## src/rtl/vga_scan_controller.sv

```systemverilog
// VGA raster sequencer: pixel divider, x/y scan counters, per-line prefetch
// handshake with underrun detection, and a run/stop FSM with frame-aligned stop.
module vga_scan_controller #(
    parameter int X_RES         = 640,
    parameter int Y_RES         = 480,
    parameter int H_FRONT_PORCH = 16,
    parameter int H_SYNC        = 96,
    parameter int H_BACK_PORCH  = 48,
    parameter int V_FRONT_PORCH = 10,
    parameter int V_SYNC        = 2,
    parameter int V_BACK_PORCH  = 33,
    parameter int CLK_DIV       = 2
) (
    input  logic       clk,
    input  logic       rst_n,
    input  logic       enable,
    input  logic       fetch_ack,
    input  logic       underrun_clear,
    output logic       pixel_tick,
    output logic [9:0] pixel_position_x,
    output logic [9:0] pixel_position_y,
    output logic       line_start,
    output logic       frame_start,
    output logic       fetch_req,
    output logic [9:0] fetch_line,
    output logic       underrun_flag,
    output logic       running
);

    localparam int H_TOTAL = X_RES + H_FRONT_PORCH + H_SYNC + H_BACK_PORCH;
    localparam int V_TOTAL = Y_RES + V_FRONT_PORCH + V_SYNC + V_BACK_PORCH;
    localparam int DIV_W   = (CLK_DIV > 1) ? $clog2(CLK_DIV) : 1;

    localparam logic [9:0]       X_LAST   = 10'(H_TOTAL - 1);
    localparam logic [9:0]       Y_LAST   = 10'(V_TOTAL - 1);
    localparam logic [9:0]       X_FETCH  = 10'(X_RES);
    localparam logic [10:0]      Y_ACTIVE = 11'(Y_RES);
    localparam logic [DIV_W-1:0] DIV_LAST = DIV_W'(CLK_DIV - 1);
    localparam logic [DIV_W-1:0] DIV_ONE  = DIV_W'(1);

    typedef enum logic [1:0] {
        IDLE,
        RUN,
        STOPPING
    } state_t;

    state_t           state;
    state_t           state_nx;
    logic [DIV_W-1:0] div_cnt;
    logic             primed;
    logic             tick;
    logic             at_end;
    logic             stop_now;
    logic [9:0]       x_nx;
    logic [9:0]       y_nx;
    logic [10:0]      y_inc;
    logic             ls_nx;
    logic             fs_nx;
    logic             issue;
    logic [9:0]       line_nx;
    logic             accept;
    logic             cancel;

    // primed=0 means the next tick loads the origin rather than advancing
    assign tick     = (state != IDLE) && (div_cnt == DIV_LAST);
    assign at_end   = primed && (pixel_position_x == X_LAST)
                      && (pixel_position_y == Y_LAST);
    assign stop_now = tick && (state == STOPPING) && !enable && at_end;
    assign y_inc    = {1'b0, pixel_position_y} + 11'd1;

    always_comb begin
        state_nx = state;
        unique case (state)
            IDLE:     if (enable) state_nx = RUN;
            RUN:      if (!enable) state_nx = STOPPING;
            STOPPING: begin
                if (enable)        state_nx = RUN;
                else if (stop_now) state_nx = IDLE;
            end
            default:  state_nx = IDLE;
        endcase
    end

    always_comb begin
        x_nx = pixel_position_x;
        y_nx = pixel_position_y;
        if (!primed) begin
            x_nx = '0;
            y_nx = '0;
        end else if (pixel_position_x == X_LAST) begin
            x_nx = '0;
            y_nx = (pixel_position_y == Y_LAST) ? 10'd0 : y_inc[9:0];
        end else begin
            x_nx = pixel_position_x + 10'd1;
        end
    end

    assign ls_nx = (x_nx == 10'd0) && ({1'b0, y_nx} < Y_ACTIVE);
    assign fs_nx = (x_nx == 10'd0) && (y_nx == 10'd0);

    // Prefetch the next active line as the current one leaves active video
    always_comb begin
        issue   = 1'b0;
        line_nx = '0;
        if (tick && primed && (x_nx == X_FETCH)) begin
            if (y_inc < Y_ACTIVE) begin
                issue   = 1'b1;
                line_nx = y_inc[9:0];
            end else if ((pixel_position_y == Y_LAST) && (state_nx == RUN)) begin
                issue   = 1'b1;
                line_nx = '0;
            end
        end
    end

    assign accept = fetch_req && fetch_ack;
    assign cancel = fetch_req && !fetch_ack && line_start
                    && (pixel_position_y == fetch_line);

    always_ff @(posedge clk or negedge rst_n) begin
        if (!rst_n) state <= IDLE;
        else        state <= state_nx;
    end

    always_ff @(posedge clk or negedge rst_n) begin
        if (!rst_n) begin
            div_cnt          <= '0;
            primed           <= 1'b0;
            pixel_tick       <= 1'b0;
            pixel_position_x <= '0;
            pixel_position_y <= '0;
            line_start       <= 1'b0;
            frame_start      <= 1'b0;
            running          <= 1'b0;
        end else begin
            running     <= (state_nx != IDLE);
            pixel_tick  <= 1'b0;
            line_start  <= 1'b0;
            frame_start <= 1'b0;
            if ((state == IDLE) || stop_now) begin
                div_cnt          <= '0;
                primed           <= 1'b0;
                pixel_position_x <= '0;
                pixel_position_y <= '0;
            end else if (tick) begin
                div_cnt          <= '0;
                primed           <= 1'b1;
                pixel_tick       <= 1'b1;
                pixel_position_x <= x_nx;
                pixel_position_y <= y_nx;
                line_start       <= ls_nx;
                frame_start      <= fs_nx;
            end else begin
                div_cnt <= div_cnt + DIV_ONE;
            end
        end
    end

    always_ff @(posedge clk or negedge rst_n) begin
        if (!rst_n) begin
            fetch_req  <= 1'b0;
            fetch_line <= '0;
        end else if ((state == IDLE) || stop_now) begin
            fetch_req <= 1'b0;
        end else if (issue) begin
            fetch_req  <= 1'b1;
            fetch_line <= line_nx;
        end else if (accept || cancel) begin
            fetch_req <= 1'b0;
        end
    end

    // A new underrun outranks a simultaneous clear
    always_ff @(posedge clk or negedge rst_n) begin
        if (!rst_n)              underrun_flag <= 1'b0;
        else if (cancel)         underrun_flag <= 1'b1;
        else if (underrun_clear) underrun_flag <= 1'b0;
    end

endmodule

```

## config.mk

```make
export PLATFORM = sky130hd
export DESIGN_NAME = vga_scan_controller
export DESIGN_NICKNAME = d
export VERILOG_FILES = /design/src/rtl/vga_scan_controller.sv
export SDC_FILE = /design/constraint.sdc
export NUM_CORES = 1
export LEC_CHECK = 0
export CAP_MARGIN = 20
export CORE_MARGIN = 3
export CORE_UTILIZATION = 50
export DETAILED_ROUTE_END_ITERATION = 16
export PLACE_DENSITY_LB_ADDON = 0.08
export SETUP_SLACK_MARGIN = 0.15
export SLEW_MARGIN = 20
export SYNTH_ARGS = -nofsm -noshare
export SYNTH_HDL_FRONTEND = slang
export SYNTH_SLANG_ARGS = --single-unit
```

## constraint.sdc

```tcl
create_clock -name clk -period 5 [get_ports clk]
set_clock_uncertainty 0.2 [all_clocks]
set_input_delay 1.25 -clock clk [delete_from_list [all_inputs] [get_ports clk]]
set_output_delay 1.25 -clock clk [all_outputs]
set_load 0.05 [all_outputs]
```

# --- Word-level counts from Yosys, hierarchy flattened ---
# Cells that the tools add are included.
totals:
  ff_bits: 40
  out_inout_bits: 36
  word_cells: 87
classes:
  add_sub_neg: 3
  order_cmp: 2
  eq_ne: 7
  mux: 34
  bitwise: 1
  n_reduce_logical: 28
ops:
  columns: ["operator", "n"]
  rows:
  - ["$mux W10", 11]
  - ["$eq A10 B10 Y1 const B", 3]
  - ["$logic_not A10 Y1", 2]
  - ["$mux W1", 18]
  - ["$logic_and A1 B1 Y1", 15]
  - ["$add A10 B1 Y11 const B", 1]
  - ["$lt A11 B9 Y1 const B", 1]
  - ["$add A10 B1 Y10 const B", 1]
  - ["$eq A10 B10 Y1", 1]
  - ["$lt A10 B9 Y1 const B", 1]
  - ["$mux W2", 4]
  - ["$reduce_bool A2 Y1", 4]
  - ["$pmux W2 S3", 1]
  - ["$eq A2 B1 Y1 const B", 2]
  - ["$reduce_bool A3 Y1", 1]
  - ["$eq A2 B2 Y1 const B", 1]
  - ["$logic_not A1 Y1", 2]
  - ["$logic_not A2 Y1", 1]
  - ["$logic_or A1 B1 Y1", 2]
  - ["$reduce_and A2 Y1", 1]
  - ["$add A1 B1 Y1 const B", 1]
  - ["$not A1 Y1", 1]

# --- Longest topological paths before layout ---
logic_depth:
  depth_word: 15
  depth_mapped: 9
  ltp_nobuf: 8

# --- Worst setup path after synthesis ---
# Ideal clock, no wire load.
synth_path:
  path_type: "register -> register"
  startpoint: "reg pixel_position_x[0]"
  endpoint: "reg fetch_line[2]"
  setup_time_ns: 0.125
  t_arrival_ns: 2.781
  required_ns: 4.675
  setup_slack_ns: 1.894
  path_stages_with_launch: 10
  n_path_buf: 2
  cell_sequence: "dfrtp_1 -> ha_1 -> nand3_2 -> buf_6 -> o21a_1 -> o41a_1 -> a2111oi_4 -> o21a_1 -> buf_6 -> mux2_4"
synth_via:
  elab_chain_cells: 13
  elab_cells_between_ends: 21
synth_rtl:
  columns: ["item", "line_no", "text"]
  rows:
  - ["start: declaration", "20", "output logic [9:0] pixel_position_x,"]
  - ["start signal: assignment", "149", "pixel_position_x <= x_nx;"]
  - ["$eq A10 B10 Y1", "66, 90", null]
  - ["$logic_and A1 B1 Y1", "66", "assign at_end = primed && (pixel_position_x == X_LAST)"]
  - ["$logic_and A1 B1 Y1", "67", "&& (pixel_position_y == Y_LAST);"]
  - ["$logic_and A1 B1 Y1", "68", "assign stop_now = tick && (state == STOPPING) && !enable && at_end;"]
  - ["$mux W2", "78", "else if (stop_now) state_nx = IDLE;"]
  - ["$mux W2", "77", "if (enable) state_nx = RUN;"]
  - ["$pmux W2 S3", "73", "unique case (state)"]
  - ["$eq A2 B1 Y1", "109", "end else if ((pixel_position_y == Y_LAST) && (state_nx == RUN)) begin"]
  - ["$logic_and A1 B1 Y1", "109", null]
  - ["$mux W1", "109", null]
  - ["$mux W1", "106", "if (y_inc < Y_ACTIVE) begin"]
  - ["$mux W1", "105", "if (tick && primed && (x_nx == X_FETCH)) begin"]
  - ["$reduce_and A2 Y1 (no line)", null, null]
  - ["end signal: assignment", "167", "fetch_line <= line_nx;"]
  - ["end: declaration", "25", "output logic [9:0] fetch_line,"]
# Parallel ways exist; a longest one is shown, timed or not.
# A chain may end at the register's enable or synchronous reset.

# --- Worst setup path after layout ---
layout_path:
  startpoint: "reg pixel_position_x[0]"
  endpoint: "reg fetch_line[8]"
# The elaborated chain is that of the path after synthesis.

==> impl.org <==
** Floorplanning
- After floorplanning, the core was sized to cover 0.00514 sq mm.
- Number of placement rows :: 26
- X dimension of the die :: 79.3 um
- Die area :: 0.00629 sq mm
- The die is 79.3 um tall.
- Once the floorplan was initialized, standard cells occupied 52.3% of the core.
- 41 I/O pins were placed.

** Drt
- Routed wire per std cell :: 17.0 um
- In the detailed route, the total length drawn on met2 is 3010 um.
- Length of routed wiring on met1 :: 3310 um
- Total via count after detailed routing :: 2387
- Post-route DRC :: 0
- Detailed-routed wire length on met3 :: 419 um
- Post-Route WL :: 6830 um
- After detailed routing, the number of vias per cell comes to 5.95.
- Highest metal layer with signal wires :: met4
- Antenna-violating nets left :: 0
- Detailed Route Iter0 Violations :: 177
- First-pass iteration count of the detailed router :: 4

** Power
- IR analysis of the VDD net gives a maximum drop of 123 uV.
- Summed over all cells, the static leakage comes to 1.20 nW.
- Summing internal, switching and leakage power gives 0.652 mW.
- Total power density per cell area :: 207 mW/mm^2

** Setup path
- The startpoint identified for the worst register-to-register timing path is pixel_position_x[0]$_DFFE_PN0P_.
- Start-to-end type of the worst setup path :: flop to flop
- Top delay family on crit path :: simple AND/OR/NAND/NOR gates
- CP endpoint kind :: flop
- Worst-path cell chain :: ha_1 -> nand3_2 -> nor3_2 -> nor2_1 -> a2111oi_4 -> o21a_1 -> mux2_4
- STA puts the critical path data required time at 4.98 ns.
- Counting buffers and inverters, the worst setup path is 7 cells deep.
- The critical path starts at pixel_position_x[0]$_DFFE_PN0P_.
- Delay of the slowest cell on the worst path :: 0.52 ns
- Along the worst path, the maximum fanout reaches 11.
- Cells on worst reg2reg path :: 7
- Data on the critical path arrives at its endpoint at 3.35 ns.
- The number of buffers and inverters on the critical path is 0.
- The worst setup path is launched from a flop.
- Cell with the largest stage delay on the worst path :: nor3_2

** STA
- Post-route clock period utilization :: 67.5%
- Post-route minimum period :: 3.38 ns
- Setup violations remaining at the end of the flow were counted as 0.
- At the pin with the least slew margin, the transition time is 0.896 ns.
- Final slew viol count :: 0
- Setup_tns :: 0 ns
- For this run, the top clock speed supported by timing is 296 MHz.
- Setup repair after global routing missed its margin :: false
- The final count of hold timing violations came to 0.
- Hold is met by 0.343 ns.
- Measured against its own limit, the worst slew margin works out to 40.2%.

** Clock tree
- The tree is rooted in a clkbuf_8.
- Hold Buf Count CTS :: 0
- TritonCTS built the clock tree.
- Reg clk slew, reported paths :: 0.07 ns
- Counting the buffers created by CTS gives 5.
- CTS built an H-tree with a depth of 2.
- The clock net in this run drives a total of 40 sinks.
- Post-cts gate resize count :: 0
- Maximum buffer depth of the clock tree :: 2
- After clock tree synthesis, the setup repair step added 0 buffers.
- Worst skew pair latency :: 0.30 ns

** Global routing
- The first global-routing pass estimated 11400 um of wire.
- Maximum number of pins on one net before global-route repair :: 41
- Initial antenna violation count :: 0
- Global routing used 23.2% of the available tracks.
- The number of global-route vias before repair came to 2158.
- GRT Residual Overflow :: 0

** Logic synthesis
- Post-synth net total :: 314
- Number of cells produced by synthesis :: 306
- Sequential elements use 37.3% of the synthesized area.
- Average footprint of a synthesized cell :: 8.78 sq um
- Yosys printed 0 warnings.
- The most used flip-flop cell after synthesis is dfrtp_1.
- Post-synthesis register bit count :: 40
- Number of enable flip-flop cells after synthesis :: 0
- Proportion of register bits with asynchronous set or reset after synthesis :: 100%
- Area share of the leading cell type in the synthesized netlist :: 37.3%
- In this run the cell area of the synthesized design comes to 0.00269 sq mm.
- Ranking of synthesized cells by area :: dfrtp_1 (37%), nor2_1 (6.6%), xnor2_1 (6.5%)
- The synthesized netlist contains 58 unique library cells.
- Cell type contributing the most total cell area after synthesis :: dfrtp_1

** Run
- Max capacitance violation total :: 0

** Place
- Buffers placed on the I/O ports in this run total 40.
- Cell Count Post-Placement :: 394
- Detailed placement finished with a half-perimeter wire length of 4810 um.
- The congestion estimate from routability-driven global placement came to 0.862.

** Finish
- The repair_antennas step left the layout with diodes totalling 0.
- Highest-count cells in the layout ignoring fill and taps :: nor2_1 (47), dfrtp_1 (40), clkdlybuf4s50_1 (39), xnor2_1 (20), a21oi_1 (19)
- Leaving out fill and tap cells, the most frequent cell in the layout is nor2_1.
- At the end of the flow the core is filled with cells to 61.2%.
- Of the cells placed in the final design, the portion with a size suffix greater than 1 is 6.34%.
- From synthesis to final layout, the design area changed by 17.1%.
- Area used by sequential logic in the layout :: 0.00100 sq mm
- Total Nets Final :: 339
- Fill cells :: 490
- In the final layout, the multi-input gates occupy 0.00154 sq mm.
- The finished layout holds 401 standard cells, fillers aside.

** Worst hold path
- Instance count along the most critical hold path :: 2
- The startpoint identified for the worst hold timing path is underrun_flag$_DFFE_PN0P_.
- Class of the tightest hold or removal check :: flop to flop

** Outcome
- Run status :: completed
[layer usage]
layer / global-route usage, % / up-vias
li1: - / 1148
met1: 35.4 / 1137
met2: 32.8 / 90
met3: 4.88 / 12
met4: 6.19 / 0
met5: 0 / -
[stage by stage]
stage	setup slack (ns)	area [sq um]
floorplan	1.89	2690
global placement	1.79	3070
detailed placement	1.68	3070
CTS	1.66	3150
global route	1.46	3150
finish	1.62	3150
[cells in the mapped netlist (2+ instances only)]
master and count:
nor2_1 47, dfrtp_1 40, xnor2_1 20, a21oi_1 19, nand2_1 17, o21ai_0 17
clkbuf_1 15, nor3_1 9, inv_1 8, nand3_1 8, mux2_4 7, nand4_1 7
xor2_1 6, and3_1 5, nor4_1 5, a22oi_1 4, o21a_1 4, a31oi_1 3
and2_1 3, buf_6 3, ha_1 3, mux2i_1 3, nand2b_1 3, nand3b_1 3
nand4b_1 3, nor3b_1 3, o211ai_1 3, a211oi_1 2, a22o_1 2, a32oi_1 2
buf_2 2, buf_4 2, nor2b_1 2, o2111ai_1 2
[flip-flops by register name, summed over array words and instances (netlist names)]
| name | count |
|---|---|
| div_cnt | 1 |
| fetch_line | 10 |
| fetch_req | 1 |
| frame_start | 1 |
| line_start | 1 |
| pixel_position_x | 10 |
| pixel_position_y | 10 |
| pixel_tick | 1 |
| primed | 1 |
| running | 1 |
| state | 2 |
| underrun_flag | 1 |
[where the power goes]
part,switching [mW],internal [mW],total (mW),leakage (nW)
Combinational,0.0680,0.0287,0.0968,0.616
Sequential,0.0180,0.332,0.350,0.548
Clock,0.111,0.0949,0.206,0.0410
Total,0.197,0.456,0.652,1.20
[final cells by class]
cell class	count	share of cell area, %
tap	70	2.78
timing repair buffer	41	12.8
clock inverter	1	0.159
inverter	9	1.07
sequential	40	31.8
multi-input combinational	234	49.1
clock buffer	6	2.31
[kinds of logic (layout without fill, tap and decap cells)]
logic type	Yosys count	in the layout	synth area share [%]
AOI/OAI and AO/OA	70	70	17.8
xor gates and xnor gates	26	26	8.48
buffers and inverters	32	57	5.68
DFF	40	40	37.3
and+or+nand+nor	125	125	24.4
muxes	10	10	5.03
adders and majority gates	3	3	1.40
[path summary, 6_finish.rpt]
path,to,slack (ns)
setup / recovery,fetch_line[8]$_DFFE_PN0P_,1.62
hold / removal,underrun_flag$_DFFE_PN0P_,0.34
setup reg to reg,fetch_line[8]$_DFFE_PN0P_,1.62
hold reg to reg,underrun_flag$_DFFE_PN0P_,0.34
max in group asynchronous,fetch_line[6]$_DFFE_PN0P_,3.16
min in group asynchronous,pixel_position_x[9]$_DFFE_PN0P_,0.87
[worst register-to-register path, cell delays in order, from the launching register on]
cell	delay [ns]
dfrtp_1	0.47
ha_1	0.29
nand3_2	0.23
nor3_2	0.52
nor2_1	0.29
a2111oi_4	0.42
o21a_1	0.50
mux2_4	0.34
Note: power is estimated with default switching activity, not from simulation.
